**config.mk**
```make
export PLATFORM = sky130hd
export DESIGN_NAME = memory_access_flat
export DESIGN_NICKNAME = d
export VERILOG_FILES = /design/src/rtl/memory_access_if.sv /design/src/rtl/memory_access.sv /design/src/flat_wrapper.sv
export SDC_FILE = /design/constraint.sdc
export NUM_CORES = 1
export LEC_CHECK = 0
export ABC_AREA = 0
export CORE_AREA = 3 3 126 128
export DETAILED_ROUTE_END_ITERATION = 16
export DIE_AREA = 0 0 129 131
export GPL_TIMING_DRIVEN = 0
export PLACE_DENSITY = 0.73
export SLEW_MARGIN = 20
export SYNTH_ARGS = -nofsm -noshare
export SYNTH_HDL_FRONTEND = slang
export SYNTH_SLANG_ARGS = --single-unit
```
**constraint.sdc**
```tcl
create_clock -name me_clk -period 2.1 [get_ports me_clk]
set_input_delay 0.42 -clock me_clk [delete_from_list [all_inputs] [get_ports me_clk]]
set_output_delay 0.42 -clock me_clk [all_outputs]
set_load 0.05 [all_outputs]
```
**src/rtl/memory_access_if.sv**
```systemverilog
// Data-memory bus between the memory stage (master) and data memory (slave).
// Handshake: the master raises me_o_req with addr/we/wdata/wmask and holds all of them stable until the slave pulses me_i_ack for one cycle; read data is valid in that same ack cycle; one transaction outstanding at most.
`ifndef MEMORY_ACCESS_DEFS
`define MEMORY_ACCESS_DEFS
`define OPCODE_WIDTH 11
`define LOAD_WORD 0
`define STORE_WORD 1
`endif

interface memory_access_if #(
  parameter int DWIDTH = 32
);
  logic              me_o_req;
  logic              me_o_we;
  logic [DWIDTH-1:0] me_o_addr;
  logic [DWIDTH-1:0] me_o_wdata;
  logic [3:0]        me_o_wmask;
  logic              me_i_ack;
  logic [DWIDTH-1:0] me_i_rdata;

  modport master (
    output me_o_req, me_o_we, me_o_addr, me_o_wdata, me_o_wmask,
    input  me_i_ack, me_i_rdata
  );

  modport slave (
    input  me_o_req, me_o_we, me_o_addr, me_o_wdata, me_o_wmask,
    output me_i_ack, me_i_rdata
  );
endinterface

```
**src/rtl/memory_access.sv**
```systemverilog
// Memory stage: byte/half/word loads and stores over a single-outstanding req/ack bus,
// one-cycle passthrough for non-memory instructions, combinational stall upstream.
`ifndef MEMORY_ACCESS_DEFS
`define MEMORY_ACCESS_DEFS
`define OPCODE_WIDTH 11
`define LOAD_WORD 0
`define STORE_WORD 1
`endif

module memory_access #(
  parameter int AWIDTH      = 5,
  parameter int DWIDTH      = 32,
  parameter int FUNCT_WIDTH = 3
) (
  input  logic                     me_clk,
  input  logic                     me_rst,
  input  logic                     me_i_ce,
  input  logic                     me_i_flush,
  input  logic [`OPCODE_WIDTH-1:0] me_i_opcode,
  input  logic [FUNCT_WIDTH-1:0]   me_i_funct3,
  input  logic [DWIDTH-1:0]        me_i_alu_value,
  input  logic [DWIDTH-1:0]        me_i_data_rs2,
  input  logic [AWIDTH-1:0]        me_i_addr_rd,
  input  logic [DWIDTH-1:0]        me_i_data_rd,
  input  logic                     me_i_we_reg,
  memory_access_if.master          me_bus,
  output logic                     me_o_stall,
  output logic                     me_o_ce,
  output logic                     me_o_we_reg,
  output logic [AWIDTH-1:0]        me_o_addr_rd,
  output logic [DWIDTH-1:0]        me_o_data_rd,
  output logic                     me_o_misaligned,
  output logic                     me_o_dbg_state
);

  localparam logic [0:0] IDLE = 1'b0;
  localparam logic [0:0] BUSY = 1'b1;

  logic [0:0]             r_state;
  logic                   r_req;
  logic                   r_we;
  logic [DWIDTH-1:0]      r_addr;
  logic [DWIDTH-1:0]      r_wdata;
  logic [3:0]             r_wmask;
  logic [1:0]             r_off;
  logic [FUNCT_WIDTH-1:0] r_funct3;
  logic [AWIDTH-1:0]      r_rd;
  logic                   r_is_load;
  logic                   r_ce;
  logic                   r_we_reg;
  logic [AWIDTH-1:0]      r_addr_rd;
  logic [DWIDTH-1:0]      r_data_rd;
  logic                   r_misaligned;

  logic              w_accept;
  logic              w_is_store;
  logic              w_mem;
  logic              w_byte;
  logic              w_half;
  logic              w_misaligned;
  logic [DWIDTH-1:0] w_st_data;
  logic [3:0]        w_st_mask;
  logic [7:0]        w_ld_byte;
  logic [15:0]       w_ld_half;
  logic [DWIDTH-1:0] w_ld_data;
  logic              w_unused;

  assign w_accept     = (r_state == IDLE) && me_i_ce && !me_i_flush;
  assign w_is_store   = me_i_opcode[`STORE_WORD];
  assign w_mem        = w_accept && (me_i_opcode[`LOAD_WORD] || w_is_store);
  // funct3[1:0] alone decides the size; bit 2 only selects zero-extension.
  assign w_byte       = (me_i_funct3[1:0] == 2'b00);
  assign w_half       = (me_i_funct3[1:0] == 2'b01);
  assign w_misaligned = w_half ? me_i_alu_value[0]
                      : (!w_byte && (me_i_alu_value[1:0] != 2'b00));
  assign w_unused     = ^{me_i_opcode, r_addr[1:0]};

  always_comb begin
    w_st_data = me_i_data_rs2;
    w_st_mask = 4'b1111;
    if (w_byte) begin
      w_st_data = {4{me_i_data_rs2[7:0]}};
      w_st_mask = 4'b0001 << me_i_alu_value[1:0];
    end else if (w_half) begin
      w_st_data = {2{me_i_data_rs2[15:0]}};
      w_st_mask = me_i_alu_value[1] ? 4'b1100 : 4'b0011;
    end
  end

  always_comb begin
    w_ld_byte = me_bus.me_i_rdata[7:0];
    case (r_off)
      2'd1:    w_ld_byte = me_bus.me_i_rdata[15:8];
      2'd2:    w_ld_byte = me_bus.me_i_rdata[23:16];
      2'd3:    w_ld_byte = me_bus.me_i_rdata[31:24];
      default: w_ld_byte = me_bus.me_i_rdata[7:0];
    endcase
    w_ld_half = r_off[1] ? me_bus.me_i_rdata[31:16] : me_bus.me_i_rdata[15:0];
    case (r_funct3[2:0])
      3'b000:  w_ld_data = {{24{w_ld_byte[7]}}, w_ld_byte};
      3'b100:  w_ld_data = {24'h0, w_ld_byte};
      3'b001:  w_ld_data = {{16{w_ld_half[15]}}, w_ld_half};
      3'b101:  w_ld_data = {16'h0, w_ld_half};
      default: w_ld_data = me_bus.me_i_rdata;
    endcase
  end

  always_ff @(posedge me_clk) begin
    if (!me_rst) begin
      r_state      <= IDLE;
      r_req        <= 1'b0;
      r_we         <= 1'b0;
      r_addr       <= '0;
      r_wdata      <= '0;
      r_wmask      <= 4'b0000;
      r_off        <= 2'b00;
      r_funct3     <= '0;
      r_rd         <= '0;
      r_is_load    <= 1'b0;
      r_ce         <= 1'b0;
      r_we_reg     <= 1'b0;
      r_addr_rd    <= '0;
      r_data_rd    <= '0;
      r_misaligned <= 1'b0;
    end else begin
      r_ce         <= 1'b0;
      r_we_reg     <= 1'b0;
      r_misaligned <= 1'b0;
      case (r_state)
        IDLE: begin
          if (w_mem && w_misaligned) begin
            r_ce         <= 1'b1;
            r_misaligned <= 1'b1;
            r_addr_rd    <= me_i_addr_rd;
          end else if (w_mem) begin
            r_state   <= BUSY;
            r_req     <= 1'b1;
            r_we      <= w_is_store;
            r_addr    <= {me_i_alu_value[DWIDTH-1:2], 2'b00};
            r_wdata   <= w_is_store ? w_st_data : '0;
            r_wmask   <= w_is_store ? w_st_mask : 4'b0000;
            r_off     <= me_i_alu_value[1:0];
            r_funct3  <= me_i_funct3;
            r_rd      <= me_i_addr_rd;
            r_is_load <= !w_is_store;
          end else if (w_accept) begin
            r_ce      <= 1'b1;
            r_we_reg  <= me_i_we_reg;
            r_addr_rd <= me_i_addr_rd;
            r_data_rd <= me_i_data_rd;
          end
        end
        BUSY: begin
          // Flush and ce are ignored here: an issued bus transaction always completes.
          if (me_bus.me_i_ack) begin
            r_state   <= IDLE;
            r_req     <= 1'b0;
            r_ce      <= 1'b1;
            r_addr_rd <= r_rd;
            if (r_is_load) begin
              r_data_rd <= w_ld_data;
              r_we_reg  <= (r_rd != '0);
            end
          end
        end
        default: r_state <= IDLE;
      endcase
    end
  end

  assign me_o_stall = me_rst && (((r_state == IDLE) && w_mem && !w_misaligned)
                                 || ((r_state == BUSY) && !me_bus.me_i_ack));

  assign me_bus.me_o_req   = r_req;
  assign me_bus.me_o_we    = r_we;
  assign me_bus.me_o_addr  = r_addr;
  assign me_bus.me_o_wdata = r_wdata;
  assign me_bus.me_o_wmask = r_wmask;
  assign me_o_ce           = r_ce;
  assign me_o_we_reg       = r_we_reg;
  assign me_o_addr_rd      = r_addr_rd;
  assign me_o_data_rd      = r_data_rd;
  assign me_o_misaligned   = r_misaligned;
  assign me_o_dbg_state    = r_state;

endmodule

```
**src/flat_wrapper.sv**
```systemverilog
// flat-port wrapper written by rule: the top's interface ports become plain ports
module memory_access_flat 
#(
  parameter int AWIDTH      = 5,
  parameter int DWIDTH      = 32,
  parameter int FUNCT_WIDTH = 3
)
  (me_clk, me_rst, me_i_ce, me_i_flush, me_i_opcode, me_i_funct3, me_i_alu_value, me_i_data_rs2, me_i_addr_rd, me_i_data_rd, me_i_we_reg, me_o_stall, me_o_ce, me_o_we_reg, me_o_addr_rd, me_o_data_rd, me_o_misaligned, me_o_dbg_state, me_bus_me_o_req, me_bus_me_o_we, me_bus_me_o_addr, me_bus_me_o_wdata, me_bus_me_o_wmask, me_bus_me_i_ack, me_bus_me_i_rdata);
  memory_access_if #(.DWIDTH(DWIDTH)) me_bus_i ();
  input  logic me_clk;
  input  logic me_rst;
  input  logic me_i_ce;
  input  logic me_i_flush;
  input  logic [`OPCODE_WIDTH-1:0] me_i_opcode;
  input  logic [FUNCT_WIDTH-1:0] me_i_funct3;
  input  logic [DWIDTH-1:0] me_i_alu_value;
  input  logic [DWIDTH-1:0] me_i_data_rs2;
  input  logic [AWIDTH-1:0] me_i_addr_rd;
  input  logic [DWIDTH-1:0] me_i_data_rd;
  input  logic me_i_we_reg;
  output logic me_o_stall;
  output logic me_o_ce;
  output logic me_o_we_reg;
  output logic [AWIDTH-1:0] me_o_addr_rd;
  output logic [DWIDTH-1:0] me_o_data_rd;
  output logic me_o_misaligned;
  output logic me_o_dbg_state;
  output wire logic [$bits(me_bus_i.me_o_req)-1:0] me_bus_me_o_req;
  output wire logic [$bits(me_bus_i.me_o_we)-1:0] me_bus_me_o_we;
  output wire logic [$bits(me_bus_i.me_o_addr)-1:0] me_bus_me_o_addr;
  output wire logic [$bits(me_bus_i.me_o_wdata)-1:0] me_bus_me_o_wdata;
  output wire logic [$bits(me_bus_i.me_o_wmask)-1:0] me_bus_me_o_wmask;
  input wire logic [$bits(me_bus_i.me_i_ack)-1:0] me_bus_me_i_ack;
  input wire logic [$bits(me_bus_i.me_i_rdata)-1:0] me_bus_me_i_rdata;
  assign me_bus_me_o_req = me_bus_i.me_o_req;
  assign me_bus_me_o_we = me_bus_i.me_o_we;
  assign me_bus_me_o_addr = me_bus_i.me_o_addr;
  assign me_bus_me_o_wdata = me_bus_i.me_o_wdata;
  assign me_bus_me_o_wmask = me_bus_i.me_o_wmask;
  assign me_bus_i.me_i_ack = me_bus_me_i_ack;
  assign me_bus_i.me_i_rdata = me_bus_me_i_rdata;
  memory_access #(.AWIDTH(AWIDTH), .DWIDTH(DWIDTH), .FUNCT_WIDTH(FUNCT_WIDTH)) u_core (.me_clk(me_clk), .me_rst(me_rst), .me_i_ce(me_i_ce), .me_i_flush(me_i_flush), .me_i_opcode(me_i_opcode), .me_i_funct3(me_i_funct3), .me_i_alu_value(me_i_alu_value), .me_i_data_rs2(me_i_data_rs2), .me_i_addr_rd(me_i_addr_rd), .me_i_data_rd(me_i_data_rd), .me_i_we_reg(me_i_we_reg), .me_bus(me_bus_i), .me_o_stall(me_o_stall), .me_o_ce(me_o_ce), .me_o_we_reg(me_o_we_reg), .me_o_addr_rd(me_o_addr_rd), .me_o_data_rd(me_o_data_rd), .me_o_misaligned(me_o_misaligned), .me_o_dbg_state(me_o_dbg_state));
endmodule
```
# Yosys cells after proc, flatten, opt, wreduce, memory -nomap -nowiden
# Cells that the tools add are included.
[word_totals] inputBits=153 output_inout_bits=112 reg_bits=120 word_cells=101
[classes] n_mux=42 reduce_logical=25 shifts=1 n_eq_ne=15 bitwise_logic=3
[ops] cell="2-to-1 mux 32 bit" n=8
[ops] cell="one-hot mux 32 bit (4 select lines)" n=1
[ops] cell="one-hot mux 32 bit (2 select lines)" n=1
[ops] cell="one-hot mux 8 bit (3 select lines)" n=1
[ops] cell="2-to-1 mux 5 bit" n=4
[ops] cell="2-to-1 mux 1 bit" n=17
[ops] cell="2-to-1 mux 16 bit" n=1
[ops] cell="2-to-1 mux 4 bit" n=4
[ops] cell="one-hot mux 5 bit (2 select lines)" n=1
[ops] cell="logical AND 1 bit" n=9
[ops] cell="AND reduction 3 bit" n=3
[ops] cell="!= test 2 bit (second input constant)" n=4
[ops] cell="one-hot mux 1 bit (2 select lines)" n=4
[ops] cell="== test 3 bit (second input constant)" n=2
[ops] cell="zero test 1 bit" n=5
[ops] cell="AND reduction 5 bit" n=1
[ops] cell="nonzero test 5 bit" n=1
[ops] cell="== test 2 x 1 -> 1 bit (second input constant)" n=2
[ops] cell="== test 2 bit (second input constant)" n=2
[ops] cell="!= test 2 x 1 -> 1 bit (second input constant)" n=2
[ops] cell="left shift 1 x 2 -> 4 bit (first input constant)" n=1
[ops] cell="== test 3 x 1 -> 1 bit (second input constant)" n=1
[ops] cell="zero test 3 bit" n=1
[ops] cell="!= test 3 x 2 -> 1 bit (second input constant)" n=1
[ops] cell="other kinds (6)" n=9

# Depth between registers and ports, before layout
[depth] word_depth=8 mapped_depth=7

# Worst setup path before layout
# No wires, ideal clock.
[synth_path] kind="register -> output" startpoint="register u_core.r_state, in the netlist u_core.me_o_dbg_state" endpoint="output port me_o_stall" stages_incl_launch_ff=7 t_required_ps=1680 setup_slack_ps=-685 arrival_time_ps=2365 path_cell_list="dfxtp_1 > buf_2 > nor3b_2 > nand4_2 > buf_2 > buf_2 > a21oi_1"
[synth_between] elab_chain_cells=8
[synth_rtl] item="start, declared" line_no="memory_access.sv:39" rtl="logic [0:0] r_state;"
[synth_rtl] item="start signal, assigned" line_no="memory_access.sv:110" rtl="r_state <= IDLE;"
[synth_rtl] item="start signal, assigned" line_no="memory_access.sv:136" rtl="r_state <= BUSY;"
[synth_rtl] item="start signal, assigned" line_no="memory_access.sv:156" rtl="r_state <= IDLE;"
[synth_rtl] item="inverter 1 bit (no line)"
[synth_rtl] item="logical AND 1 bit (2 in a row)" line_no="memory_access.sv:68" rtl="assign w_accept = (r_state == IDLE) && me_i_ce && !me_i_flush;"
[synth_rtl] item="logical AND 1 bit" line_no="memory_access.sv:70" rtl="assign w_mem = w_accept && (me_i_opcode[`LOAD_WORD] || w_is_store);"
[synth_rtl] item="logical AND 1 bit (2 in a row)" line_no="memory_access.sv:171" rtl="assign me_o_stall = me_rst && (((r_state == IDLE) && w_mem && !w_misaligned)"
[synth_rtl] item="logical OR 1 bit *" line_no="memory_access.sv:172" rtl="|| ((r_state == BUSY) && !me_bus.me_i_ack));"
[synth_rtl] item="logical AND 1 bit *" line_no="memory_access.sv:171"
[synth_rtl] item="end, declared" line_no="flat_wrapper.sv:21" rtl="output logic me_o_stall;"
# Every way passes the cells marked *; elsewhere a longest branch is shown, timed or not.

# Worst setup path in the final report
[layout_path] startpoint="input port me_i_opcode[0]" endpoint="output port me_o_stall"
[layout_between] elab_chain_cells=6
[layout_rtl] item="start, declared" line_no="flat_wrapper.sv:14" rtl="input logic [`OPCODE_WIDTH-1:0] me_i_opcode;"
[layout_rtl] item="logical OR 1 bit" line_no="memory_access.sv:70"
[layout_rtl] item="logical AND 1 bit" line_no="memory_access.sv:70"
[layout_rtl] item="logical AND 1 bit (2 in a row)" line_no="memory_access.sv:171"
[layout_rtl] item="logical OR 1 bit" line_no="memory_access.sv:172"
[layout_rtl] item="logical AND 1 bit" line_no="memory_access.sv:171"
# No other way between the ends.

==> flow_summary_export.csv <==
group,metric,value,unit
cts,clk_path_buf_depth,2,
setup_path,startpoint,"me_i_opcode[0]",
placement,port_buffers,253,
placement,gp_congestion,0.926,
synthesis,synth_seq_area_share,0.408,
setup_path,startpoint_type,"input pin",
synthesis,synth.distinct_cells,55,
synthesis,ys_seq_elements,120,
sta,setup_tns,0,ns
sta,fin_crit_sh,0.993,
job,drv_cap,0,
drt,postRouteAntennaNets,0,
global_routing,antenna_found_initial,2,
cts,htreeDepth,4,
pwr,power_density,688,nW/um^2
floorplanning,fp.dieH,131,um
sta,tightest_slew,0.869,ns
synthesis,synth_warnings,0,
layout,finalNonFillerCells,1229,
status,status,"complete, no violations",
pwr,p_seq_frac,0.369,
layout,design_area,9370,um^2
floorplanning,num_rows,45,
sta,fin_skew,0.00570,ns
drt,vias,6730,
hold_path,hold_path_class,"in2reg",
setup_path,crit_arrival,1.66,ns
setup_path,crit_required,1.68,ns
layout,synthToLayoutAreaGrowth,59.1,%
setup_path,criticalPathCategory,"in2out",
drt,avgRoutedWirePerCell,18.7,um
drt,drt-total-wl,23000,um
pwr,p_sw_frac,0.279,
cts,cts.clk_slew.worst_paths,0.06,ns
hold_path,hold_depth,3,
floorplanning,core-area,15000,um^2
cts,cts_sinks,120,
synthesis,synthSimpleGateAreaFrac,0.236,
synthesis,async_flop_share,0,
layout,drive_gt1_frac,0.0905,
global_routing,grt-ovfl-total,0,
global_routing,grt_pass1_wl,35200,um
sta,report.final.setup_viol,0,
floorplanning,fp.dieW,129,um
global_routing,grt_max_degree,20,
placement,dp_hpwl,17400,um
placement,place_inst,1191,
sta,drv_slew,0,
cts,numCtsBuffers,17,
pwr,comb_power_share,0.176,
synthesis,ys.flop_type,"dfxtp_1",
layout,nNetsFinal,1179,
synthesis,synth_top_family_by_area,"simple AND/OR/NAND/NOR gates",
cts,clock-root-buffer,"clkbuf_16",
sta,hold_violations,0,
floorplanning,dieArea,16900,um^2
drt,via_per_inst,5.48,
synthesis,synth-edff-count,0,
pwr,ir_drop,498,uV
floorplanning,start_util,0.393,
synthesis,syn_avg_cell_area,7.86,um^2
setup_path,end_kind,"output port",
sta,max_freq,480,MHz
global_routing,grt_pass1_vias,6642,
placement,dpl-instance-area,8710,um^2
cts,postCtsHoldBufs,0,
setup_path,reg2reg_from,"u_core.r_funct3[1]",
floorplanning,ios,265,
sta,rsz0062_at_grt,"true",
synthesis,synth-compound-area-share,0.229,
synthesis,synthCells,749,
synthesis,synth_mux_area_frac,0.0641,
synthesis,synth_fa_ha_area_frac,0,
setup_path,reg2reg_depth,6,
hold_path,worstHoldStart,"me_i_funct3[1]",
pwr,switching_power,1.80,mW
synthesis,synthXorXnorAreaFrac,0,
pwr,p_int,4.65,mW
cts,clkLatencyLatePin,0.41,ns
cts,cts_tree,"yes",
global_routing,grtUsageTotal,0.265,
drt,firstDrtPassIters,7,
pwr,clkPwrFrac,0.455,
pwr,power.leakage,3.38,nW
drt,drcViolationCount,0,
sta,fin_crit,2.08,ns
sta,maxSlewHeadroom,0.418,
synthesis,netlist_area,5890,um^2
setup_path,cp_max_fo,2,
drt,drtIter0Drc,640,
cell families (layout without fill, tap and decap cells):
| group | Yosys count | after routing |
|---|---|---|
| AND/OR/NAND/NOR | 307 | 307 |
| AO/OA/AOI/OAI | 201 | 201 |
| flip-flops | 120 | 120 |
| buffers and inverters | 84 | 373 |
| multiplexers | 36 | 36 |
| other | 1 | 4 |
final cells by class:
| cell class | count | area [um^2] |
|---|---|---|
| diodes | 2 | 5.00 |
| fillers | 1383 | 5600 |
| plain buffers | 71 | 334 |
| repair buffers | 261 | 2590 |
| flip-flops and latches | 120 | 2410 |
| clock inverters | 13 | 144 |
| inverters | 9 | 36.3 |
| clock buffers | 19 | 453 |
| multi-input cells | 546 | 3170 |
| well taps | 188 | 235 |
worst max-delay path, cell delays in order:
cell             delay (ns)
clkdlybuf4s50_1        0.52
or2_4                  0.16
nand4_4                0.11
buf_8                  0.15
a21oi_4                0.12
buf_6                  0.17
through the flow:
step                      setup WS (ns)  utilization  hold slack [ns]  power, mW
final                            0.0151        0.626            0.441       6.45
after global routing            -0.0234        0.626            0.445       6.64
after CTS                       -0.0138        0.623            0.453       6.47
after detailed placement          -1.35        0.581            0.447       3.53
after global placement            -1.36        0.581            0.441       3.53
after floorplan                  0.0260            -            0.445       2.98
per-layer routing:
layer  track usage  share of wire
met1         0.332           0.41
met3        0.0858           0.10
met4         0.102          0.027
met5             0              0
met2         0.427           0.46
synth_stat cells (2+ instances only):
master / n / area share
a21oi_1: 51 / 0.043
a2111oi_0: 3 / 0.0045
nor2_1: 11 / 0.0070
o22ai_1: 26 / 0.028
mux2_2: 4 / 0.0076
mux2i_1: 31 / 0.053
a32oi_1: 5 / 0.0074
buf_4: 6 / 0.0076
a221oi_1: 3 / 0.0045
or3b_1: 2 / 0.0030
nand2_1: 165 / 0.11
o221ai_1: 4 / 0.0059
inv_1: 8 / 0.0051
nand3_1: 72 / 0.061
o211a_1: 3 / 0.0051
o21ai_0: 33 / 0.028
nor3_1: 21 / 0.018
o311a_1: 8 / 0.014
nand2b_1: 13 / 0.014
nor2b_1: 5 / 0.0053
a31oi_1: 8 / 0.0085
o221a_2: 2 / 0.0038
clkbuf_1: 40 / 0.025
buf_2: 24 / 0.020
dfxtp_1: 120 / 0.41
o211ai_1: 10 / 0.013
o2111ai_1: 16 / 0.024
or2_2: 2 / 0.0021
buf_1: 4 / 0.0025
and2_1: 3 / 0.0032
o31ai_1: 18 / 0.023
and3_1: 5 / 0.0053
final timing paths:
path                                 end  slack, ns
min               u_core.me_o_misaligned       0.44
max reg2reg       u_core.me_o_data_rd[2]       0.19
max                           me_o_stall       0.02
min reg2reg  u_core.me_bus.me_o_addr[30]       0.45
repair_timing:
item	4_1_cts	5_1_grt
gates resized for setup	20	7
pin swaps	4	2
buffers inserted	5	3
endpoints found under the setup margin	1	4
power groups by stage:
stage               Clock, mW  Sequential (mW)  Combinational [mW]
finish                   2.93             2.38                1.13
global route             3.06             2.39                1.19
CTS                      2.97             2.38                1.12
detailed placement          0             2.43                1.11
global placement            0             2.43                1.11
floorplan                   0             2.62               0.361
cells in the final DEF (no fill, tap or decap), types with 8 or more instances in the layout:
master           instances
nand3_1                 72
a21oi_1                 50
o31ai_1                 18
a31oi_1                  8
clkbuf_16               17
o211ai_1                10
o311a_1                  8
buf_2                   22
mux2i_1                 31
clkdlybuf4s50_1        246
clkbuf_1                35
buf_4                   14
nor3_1                  21
nand2_1                164
o2111ai_1               16
dfxtp_1                119
inv_1                    8
o21ai_0                 32
nor2_1                  11
o22ai_1                 26
nand2b_1                13
Note: power is estimated with default switching activity, not from simulation.
